==> config.mk <==
export PLATFORM = sky130hd
export DESIGN_NAME = add_seq_ctrl
export DESIGN_NICKNAME = d
export VERILOG_FILES = /design/src/rtl/add_seq_pkg.sv /design/src/rtl/add_seq_slice.sv /design/src/rtl/add_seq_ctrl.sv
export SDC_FILE = /design/constraint.sdc
export NUM_CORES = 1
export LEC_CHECK = 0
export ABC_CLOCK_PERIOD_IN_PS = 2700
export CAP_MARGIN = 20
export CORE_UTILIZATION = 25
export DETAILED_ROUTE_END_ITERATION = 12
export PLACE_DENSITY_LB_ADDON = 0.08
export SLEW_MARGIN = 25
export SYNTH_ARGS = -nofsm -noshare
export SYNTH_HDL_FRONTEND = slang
export SYNTH_SLANG_ARGS = --single-unit
==> constraint.sdc <==
create_clock -name clk -period 2.7 [get_ports clk]
set_clock_uncertainty 0.1 [all_clocks]
set_input_delay 0.405 -clock clk [delete_from_list [all_inputs] [get_ports clk]]
set_output_delay 0.405 -clock clk [all_outputs]
set_load 0.02 [all_outputs]
==> src/rtl/add_seq_pkg.sv <==
// ---------------------------------------------------------------------------
// add_seq_pkg
// Shared definitions for the nibble-serial adder sequencer:
//   - seqState_t : controller state encoding (IDLE, RUN, DONE)
//   - SLICE_W    : width of the single adder slice (4 bits)
//   - numSlices(): number of slices needed for a given operand width
//   - idxWidth() : width of the slice counter (at least 1 bit)
// ---------------------------------------------------------------------------
package add_seq_pkg;

    localparam int SLICE_W = 4;

    typedef enum logic [1:0] {
        IDLE = 2'd0,
        RUN  = 2'd1,
        DONE = 2'd2
    } seqState_t;

    // Number of nibble slices that make up one operand.
    function automatic int numSlices(input int width);
        return width / SLICE_W;
    endfunction

    // Counter width for the slice index; a single-slice build still needs one bit.
    function automatic int idxWidth(input int width);
        int n;
        n = width / SLICE_W;
        if (n <= 1) begin
            return 1;
        end
        return $clog2(n);
    endfunction

endpackage

==> src/rtl/add_seq_slice.sv <==
// ---------------------------------------------------------------------------
// add_seq_slice
// Purely combinational 4-bit ripple full-adder slice built from per-bit
// sum/carry logic.
// Ports:
//   i_a    [3:0]  slice operand A
//   i_b    [3:0]  slice operand B
//   i_cin         carry into bit 0
//   o_s    [3:0]  slice sum
//   o_cout        carry out of bit 3
// ---------------------------------------------------------------------------
module add_seq_slice
    import add_seq_pkg::*;
(
    input  logic [SLICE_W-1:0] i_a,
    input  logic [SLICE_W-1:0] i_b,
    input  logic               i_cin,
    output logic [SLICE_W-1:0] o_s,
    output logic               o_cout
);

    logic [SLICE_W:0] w_c;

    assign w_c[0] = i_cin;

    // Classic ripple chain: each bit generates when both inputs are set and
    // propagates the incoming carry when exactly one input is set.
    for (genvar k = 0; k < SLICE_W; k++) begin : g_bit
        assign o_s[k]   = i_a[k] ^ i_b[k] ^ w_c[k];
        assign w_c[k+1] = (i_a[k] & i_b[k]) | (w_c[k] & (i_a[k] ^ i_b[k]));
    end

    assign o_cout = w_c[SLICE_W];

endmodule

==> src/rtl/add_seq_ctrl.sv <==
// ---------------------------------------------------------------------------
// add_seq_ctrl
// Multi-cycle WIDTH-bit adder that reuses one 4-bit slice, one nibble per
// clock, LSB first. Operands arrive on a valid/ready handshake, the result
// leaves on a second valid/ready handshake.
// Optional feature macro: ADD_SEQ_SUB_EN (adds op_sub input for a-b).
// Ports:
//   clk        system clock, rising edge
//   rst        asynchronous active-high reset
//   in_valid   operand pair presented
//   in_ready   controller idle and able to accept operands
//   a, b       operands, sampled on the accept edge
//   op_sub     (ADD_SEQ_SUB_EN only) 1 = compute a-b
//   out_valid  result valid, held until out_ready
//   out_ready  downstream accepts the result
//   sum        result (modulo 2^WIDTH)
//   carry      carry out of the MSB slice (no-borrow flag when subtracting)
// ---------------------------------------------------------------------------
module add_seq_ctrl
    import add_seq_pkg::*;
#(
    parameter int WIDTH = 16
) (
    input  logic             clk,
    input  logic             rst,
    input  logic             in_valid,
    output logic             in_ready,
    input  logic [WIDTH-1:0] a,
    input  logic [WIDTH-1:0] b,
`ifdef ADD_SEQ_SUB_EN
    input  logic             op_sub,
`endif
    output logic             out_valid,
    input  logic             out_ready,
    output logic [WIDTH-1:0] sum,
    output logic             carry
);

    localparam int NSLICE = numSlices(WIDTH);
    localparam int IDX_W  = idxWidth(WIDTH);
    localparam logic [IDX_W-1:0] LAST_IDX = IDX_W'(NSLICE - 1);

    if ((WIDTH < SLICE_W) || ((WIDTH % SLICE_W) != 0)) begin : g_badWidth
        $error("add_seq_ctrl: WIDTH must be a non-zero multiple of 4");
    end

    seqState_t          r_state;
    seqState_t          w_nextState;
    logic [WIDTH-1:0]   r_aSh;
    logic [WIDTH-1:0]   r_bSh;
    logic [WIDTH-1:0]   r_sumSh;
    logic               r_cy;
    logic [IDX_W-1:0]   r_idx;
    logic [WIDTH-1:0]   r_sum;
    logic               r_carry;

    logic               w_accept;
    logic               w_lastSlice;
    logic               w_subSel;
    logic [SLICE_W-1:0] w_sliceS;
    logic               w_sliceCout;
    logic [WIDTH+SLICE_W-1:0] w_sumCat;
    logic [WIDTH-1:0]   w_sumNext;

`ifdef ADD_SEQ_SUB_EN
    assign w_subSel = op_sub;
`else
    assign w_subSel = 1'b0;
`endif

    add_seq_slice u_slice (
        .i_a    (r_aSh[SLICE_W-1:0]),
        .i_b    (r_bSh[SLICE_W-1:0]),
        .i_cin  (r_cy),
        .o_s    (w_sliceS),
        .o_cout (w_sliceCout)
    );

    // New nibbles enter at the top so that after NSLICE steps the first
    // nibble computed has slid down to bit 0.
    assign w_sumCat  = {w_sliceS, r_sumSh};
    assign w_sumNext = w_sumCat[WIDTH+SLICE_W-1:SLICE_W];

    // in_ready is gated by rst so nothing can be handed over while reset is held.
    assign in_ready = (r_state == IDLE) && !rst;
    assign sum      = r_sum;
    assign carry    = r_carry;

    always_ff @(posedge clk or posedge rst) begin
        if (rst) begin
            r_state <= IDLE;
        end else begin
            r_state <= w_nextState;
        end
    end

    always_comb begin
        w_nextState = r_state;
        w_accept    = 1'b0;
        w_lastSlice = 1'b0;
        out_valid   = 1'b0;
        case (r_state)
            IDLE: begin
                if (in_valid) begin
                    w_accept    = 1'b1;
                    w_nextState = RUN;
                end
            end
            RUN: begin
                if (r_idx == LAST_IDX) begin
                    w_lastSlice = 1'b1;
                    w_nextState = DONE;
                end
            end
            DONE: begin
                out_valid = 1'b1;
                if (out_ready) begin
                    w_nextState = IDLE;
                end
            end
            default: begin
                w_nextState = IDLE;
            end
        endcase
    end

    // Subtraction is a + ~b + 1: invert b on load and seed the carry with 1.
    // The visible sum/carry are only updated on the final slice, so they
    // always show the last completed result and never a partial one.
    always_ff @(posedge clk or posedge rst) begin
        if (rst) begin
            r_aSh   <= '0;
            r_bSh   <= '0;
            r_sumSh <= '0;
            r_cy    <= 1'b0;
            r_idx   <= '0;
            r_sum   <= '0;
            r_carry <= 1'b0;
        end else if (w_accept) begin
            r_aSh <= a;
            r_bSh <= w_subSel ? ~b : b;
            r_cy  <= w_subSel;
            r_idx <= '0;
        end else if (r_state == RUN) begin
            r_aSh   <= r_aSh >> SLICE_W;
            r_bSh   <= r_bSh >> SLICE_W;
            r_sumSh <= w_sumNext;
            r_cy    <= w_sliceCout;
            r_idx   <= r_idx + IDX_W'(1);
            if (w_lastSlice) begin
                r_sum   <= w_sumNext;
                r_carry <= w_sliceCout;
            end
        end
    end

endmodule

==> results.ini, run 1 <==
[power_and_ir_drop]
p_switching_mw=1.67
power.internal_mw=2.94
p_comb_frac=0.436
p_sw_frac=0.362
p_leak_nw=1.59
pwr-share-seq=0.382
clkPwrFrac=0.182
power.density_mw_per_mm2=1240
peakVddDrop_mv=0.372

[setup_path]
worst_ep_required_time_ns=2.87
slowest_stage=fa_1
max_stage_delay_ns=0.42
path_delay_family=adder cells
r2r_cells=8
crit_path_cell_trace=fa_1 > inv_1 > fa_1 > inv_1 > fa_1 > inv_1 > fa_1 > o21ai_0
crit_type=reg2reg
crit_cells=8
r2r_start=r_aSh[0]$_DFFE_PP0P_
path_buf_inv=3
cp_max_fo=2
startpoint_type=register
reg2reg_to=r_sumSh[15]$_DFFE_PP0P_
worst_ep_arrival_time_ns=2.47
r2r_slack_ns=0.40
cp_common_cell=fa_1
endpoint_kind=register

[sta]
rsz0062_at_grt=false
fin_crit_ns=2.30
timing.final.max_slew_violations=0
hold_violations=0
timing.setup.tns_ns=0
relSlewSlack=0.741
max_clock_freq_ghz=0.435
fin_crit_sh=0.851
tightest_slew_ns=0.389
setup_viol=0

[placement]
gp_congestion=0.701
hpwl_um=4560
io_buffer_count=54

[final_layout]
syn_to_final_growth_pct=33.1
diodes=0
final_nets=335
nFillCells=1119
final_core_util=0.343
seq_area_mm2=0.00165
most-common-layout-cells=66 x dfrtp_1, 54 x clkdlybuf4s50_1, 24 x mux2_2
layout_commonest_cell=dfrtp_1
multi_input_area_mm2=0.00101
drive_gt1_frac=0.182

[clocking]
cts_sinks=66
cts_root_buffer=clkbuf_8
clockBufferDepth=2
clk_latency_ns=0.35
clk_pin_slew_ns=0.07
hold_buffers=0
cts_resized=0
htree_levels=3
numCtsBuffers=9
tritoncts=built
post_cts_buffers=0

[yosys]
syn_nets=273
synthDistinctLibCells=28
postSynthCellCount=232
syn_area_per_cell_um2=12.1
ys_ff_latch=66
yosys_warnings=0
synth_area_mm2=0.00280
ys_seq_area_frac=0.590

[worst_hold_path]
hp-class=in2async

[detailed_routing]
totalWireLength_um=6700
wl_per_cell_um=15.3
first_pass_iters=4
vias=1966
drc=0
vias_per_cell=4.50
first_iter_violations=40
ant_nets=0

[floorplan]
die_area_mm2=0.0116
io-pin-count=55
row_count=38
die_w_um=108
core_area_mm2=0.0109
die_h_um=108
initial_core_util=0.257

[global_routing]
grtUsageTotal=0.131
grt_max_degree=67
antenna_found_initial=0
grt_first_pass_wirelength_um=11100
grt_pass1_vias=2054
gr-total-overflow=0

[run_status]
outcome=finished, final reports clean

[job]
cap_violations=0

worst register-to-register path: cells and delay by family (launching register included):
family / cells / cell delay, ns
AOI/OAI and AO/OA: 1 / 0.16
DFF: 1 / 0.41
adders and majority gates: 4 / 1.35
buffers and inverters: 3 / 0.20
power groups by stage:
stage	sequential (mW)	clock [mW]	combinational, mW
after floorplan	1.85	0	1.24
final	1.76	0.838	2.01
after detailed placement	1.79	0	2.06
after global placement	1.78	0	2.02
after CTS	1.77	0.863	2.06
after global routing	1.83	0.907	2.26
flip-flops by register name, summed over array words and instances, names as in the netlist:
register and count:
r_aSh 16, r_bSh 16, sum 16, r_sumSh 12, r_idx 2, r_state 2
carry 1, r_cy 1
how the worst max path moves through the flow:
stage | end | startpoint | slack [ns]
3_3_place_gp | r_sumSh[15]$_DFFE_PP0P_ | r_aSh[0]$_DFFE_PP0P_ | 0.45
5_1_grt | sum[15]$_DFFE_PP0P_ | r_aSh[0]$_DFFE_PP0P_ | 0.21
2_1_floorplan | r_sumSh[15]$_DFFE_PP0P_ | r_aSh[0]$_DFFE_PP0P_ | 0.52
4_1_cts | in_ready | r_state[1]$_DFFE_PP0P_ | 0.38
6_report | r_sumSh[15]$_DFFE_PP0P_ | r_aSh[0]$_DFFE_PP0P_ | 0.40
3_5_place_dp | r_sumSh[15]$_DFFE_PP0P_ | r_aSh[0]$_DFFE_PP0P_ | 0.40
Yosys cell counts:
library cell,instances,share of area
a22o_1,9,0.028
dfrtp_1,66,0.59
nor2_2,1,0.0022
buf_2,8,0.014
fa_1,4,0.029
o21ba_2,1,0.0036
nand2_1,7,0.0094
nor3b_1,4,0.011
a221oi_1,1,0.0031
nor2_1,12,0.016
o21ai_0,7,0.013
o21bai_2,1,0.0040
a21oi_1,19,0.034
o31ai_1,1,0.0027
inv_1,15,0.020
o22a_1,4,0.013
nor3_1,4,0.0071
o22ai_1,21,0.047
a211oi_1,3,0.0080
buf_4,4,0.011
a22oi_1,2,0.0054
clkinv_1,1,0.0013
nand2b_1,4,0.0089
nand3b_1,1,0.0027
mux2_2,24,0.096
clkbuf_1,3,0.0040
ha_1,1,0.0045
nor4b_1,4,0.013
cell families (layout without fill, tap and decap cells):
| kind of cell | Yosys count | after routing | synth area share |
|---|---|---|---|
| AND/OR/NAND/NOR | 37 | 37 | 0.0697 |
| AO/OA/AOI/OAI | 69 | 69 | 0.161 |
| buffers and inverters | 31 | 96 | 0.0505 |
| multiplexers | 24 | 24 | 0.0965 |
| flip-flops | 66 | 66 | 0.590 |
| adder cells (fa/ha/maj) | 5 | 5 | 0.0331 |
metrics by stage:
step / std cells / setup WS [ns] / total power [mW] / hold slack [ns] / instance area [µm²]
floorplan: 232 / 0.521 / 3.09 / 0.364 / 2800
global placement: 423 / 0.454 / 3.80 / 0.377 / 3540
detailed placement: 423 / 0.403 / 3.85 / 0.382 / 3540
CTS: 437 / 0.384 / 4.70 / 0.395 / 3730
global route: 437 / 0.214 / 4.99 / 0.418 / 3730
finish: 437 / 0.401 / 4.61 / 0.343 / 3730
cell type report:
type	instances	share of cell area
clock buffer	11	0.0406
clock inverter	3	0.0107
inverter	16	0.0161
multi-input combinational	135	0.270
sequential	66	0.443
tap	140	0.0470
timing repair buffer	66	0.172
metal layers:
layer | share of wire | up-vias | global-route usage
met1 | 0.47 | 949 | 0.165
li1 | - | 956 | -
met4 | 0.018 | 0 | 0.0587
met3 | 0.047 | 12 | 0.0406
met5 | 0 | - | 0
met2 | 0.47 | 49 | 0.205
(Power assumes the default switching activity.)
==> run 2: changes to the inputs <==
ABC_CLOCK_PERIOD_IN_PS = 2240   (was 2700)
CORE_UTILIZATION = 51   (was 25)
clock period = 2.24 ns   (was 2.7 ns; I/O delays follow)
==> run 2 against run 1 <==
  * Fmax rose by 5.1%
  * Die area fell by 50%
  * Largest power group unchanged
  * First-iteration DRC count rose by 63%
  * Core utilization rose by 37 points
  * Combinational power rose by 21%
  * Worst hold slack got worse by 0.026 ns
  * Register-to-register slack got worse by 0.35 ns
  * Critical endpoint unchanged
  * Highest routed layer unchanged
  * Power rose by 23%
  * Cell area fell by 0.84%
==> results.ini, run 2 (same netlist as run 1, synthesis figures left out) <==
[clocking]
hold_buffers=0  ; unchanged
clk_latency_ns=0.34  ; about the same
tritoncts=built
cts_sinks=66  ; unchanged
htree_levels=3  ; unchanged
numCtsBuffers=9  ; unchanged
clk_pin_slew_ns=0.07  ; about the same
clockBufferDepth=2  ; unchanged
cts_root_buffer=clkbuf_8

[floorplan]
die_area_mm2=0.00579  ; -50%
die_w_um=76.1  ; -29%
initial_core_util=0.538  ; +0.281
die_h_um=76.1  ; -29%
row_count=26  ; -32%
io-pin-count=55  ; unchanged
core_area_mm2=0.00520  ; -52%

[job]
cap_violations=0  ; unchanged

[global_routing]
grt_max_degree=30  ; -55%
antenna_found_initial=0  ; unchanged
grt_first_pass_wirelength_um=9500  ; -15%
grtUsageTotal=0.211  ; +0.0805
gr-total-overflow=0  ; unchanged
grt_pass1_vias=2001  ; -2.6%

[final_layout]
most-common-layout-cells=65 x dfrtp_1, 54 x clkdlybuf4s50_1, 24 x mux2_2
final_nets=336  ; +0.30%
final_area_mm2=0.00370  ; -0.84%
drive_gt1_frac=0.210  ; +0.0282
final_core_util=0.711  ; +0.368
diodes=0  ; unchanged
layout_commonest_cell=dfrtp_1
syn_to_final_growth_pct=32.0

[sta]
relSlewSlack=0.532  ; -0.209
rsz0062_at_grt=true
timing.final.max_slew_violations=0  ; unchanged
setup_viol=0  ; unchanged
fin_crit_sh=0.976  ; +0.125
fin_crit_ns=2.19  ; -0.113 ns
tightest_slew_ns=0.702  ; +0.313 ns
hold_violations=0  ; unchanged
fin_ws_ns=0.0535  ; -0.347 ns
timing.setup.tns_ns=0  ; unchanged
max_clock_freq_ghz=0.457  ; +5.1%

[detailed_routing]
first_pass_iters=5  ; +1
vias_per_cell=5.44  ; +21%
vias=2011  ; +2.3%
wl_per_cell_um=14.9  ; -2.8%
totalWireLength_um=5510  ; -18%
drc=0  ; unchanged
ant_nets=0  ; unchanged
first_iter_violations=65  ; +63%

[power_and_ir_drop]
p_total_mw=5.66  ; +23%
power.density_mw_per_mm2=1530  ; +24%
p_leak_nw=1.60  ; +0.62%
peakVddDrop_mv=0.768  ; +110%

[setup_path]
crit_type=reg2reg
reg2reg_to=r_sumSh[15]$_DFFE_PP0P_
worst_ep_required_time_ns=2.40  ; -0.47 ns
endpoint_kind=register
worst_ep_arrival_time_ns=2.35  ; -0.12 ns
r2r_cells=8  ; unchanged
startpoint_type=register
cp_max_fo=2  ; unchanged
r2r_slack_ns=0.05  ; -0.35 ns
r2r_start=r_cy$_DFFE_PP0P_

[placement]
gp_congestion=0.767  ; +9.4%
dp_slack_ns=-0.0634  ; -0.466 ns
hpwl_um=3820  ; -16%
dpl_cell_area_mm2=0.00346  ; -2.1%
io_buffer_count=54  ; unchanged

[worst_hold_path]
hp-class=in2async

[run_status]
outcome=finished, final reports clean

## run 2: cell types whose count changed in the layout (fill, tap and decap cells not counted), moves of 2 or more
cell     delta
fa_2        +3
fa_1        -3
inv_1       -3
o21ai_0     -2
inv_2       +3
o21ai_1     +2
## run 2: how the worst max path moves through the flow
stage / start / end
floorplan: r_aSh[0]$_DFFE_PP0P_ / r_sumSh[15]$_DFFE_PP0P_
global placement: r_aSh[0]$_DFFE_PP0P_ / sum[15]$_DFFE_PP0P_
detailed placement: r_aSh[0]$_DFFE_PP0P_ / r_sumSh[15]$_DFFE_PP0P_
CTS: r_aSh[0]$_DFFE_PP0P_ / r_sumSh[15]$_DFFE_PP0P_
global route: r_cy$_DFFE_PP0P_ / r_sumSh[15]$_DFFE_PP0P_
finish: r_cy$_DFFE_PP0P_ / r_sumSh[15]$_DFFE_PP0P_
## run 2: critical path, cell delays in order (launching register included)
cell and delay (ns):
dfrtp_1 0.41, fa_2 0.39, inv_2 0.06, fa_2 0.18, inv_2 0.04, fa_2 0.32, inv_2 0.06, fa_1 0.41
o21ai_1 0.15
## run 2: layout make-up
cell class / instances / area [µm²]
flip-flops and latches: 66 / 1650
fillers: 397 / 1510
multi-input cells: 135 / 1020
repair buffers: 67 / 663
clock buffers: 11 / 141
well taps: 70 / 87.6
clock inverters: 5 / 77.6
inverters: 16 / 60.1
## run 2: report_power, final
group / leakage, nW / total (mW) / switching (mW) / internal [mW]
Sequential: 0.795 / 2.14 / 0.359 / 1.78
Combinational: 0.694 / 2.43 / 1.18 / 1.25
Clock: 0.109 / 1.09 / 0.434 / 0.653
## run 2: through the flow
| stage | cells | hold WS, ns |
|---|---|---|
| after floorplan | 232 | 0.322 |
| after global placement | 353 | 0.372 |
| after detailed placement | 353 | 0.388 |
| after CTS | 369 | 0.326 |
| after global routing | 370 | 0.372 |
| final | 370 | 0.317 |
## run 2: what timing repair did
action / CTS / global route
setup endpoints to repair: 3 / 2
pin swaps: 3 / 3
endpoints found under the hold margin: 0 / 0
gates resized for setup: 4 / 5
gates cloned: 0 / 0
buffers inserted: 0 / 1
## run 2: metal layers
metal,vias up,global-route usage,share of wire
met5,-,0,0
met4,0,0.0865,0.020
met3,11,0.0539,0.036
met2,52,0.338,0.49
met1,983,0.276,0.45
li1,965,-,-
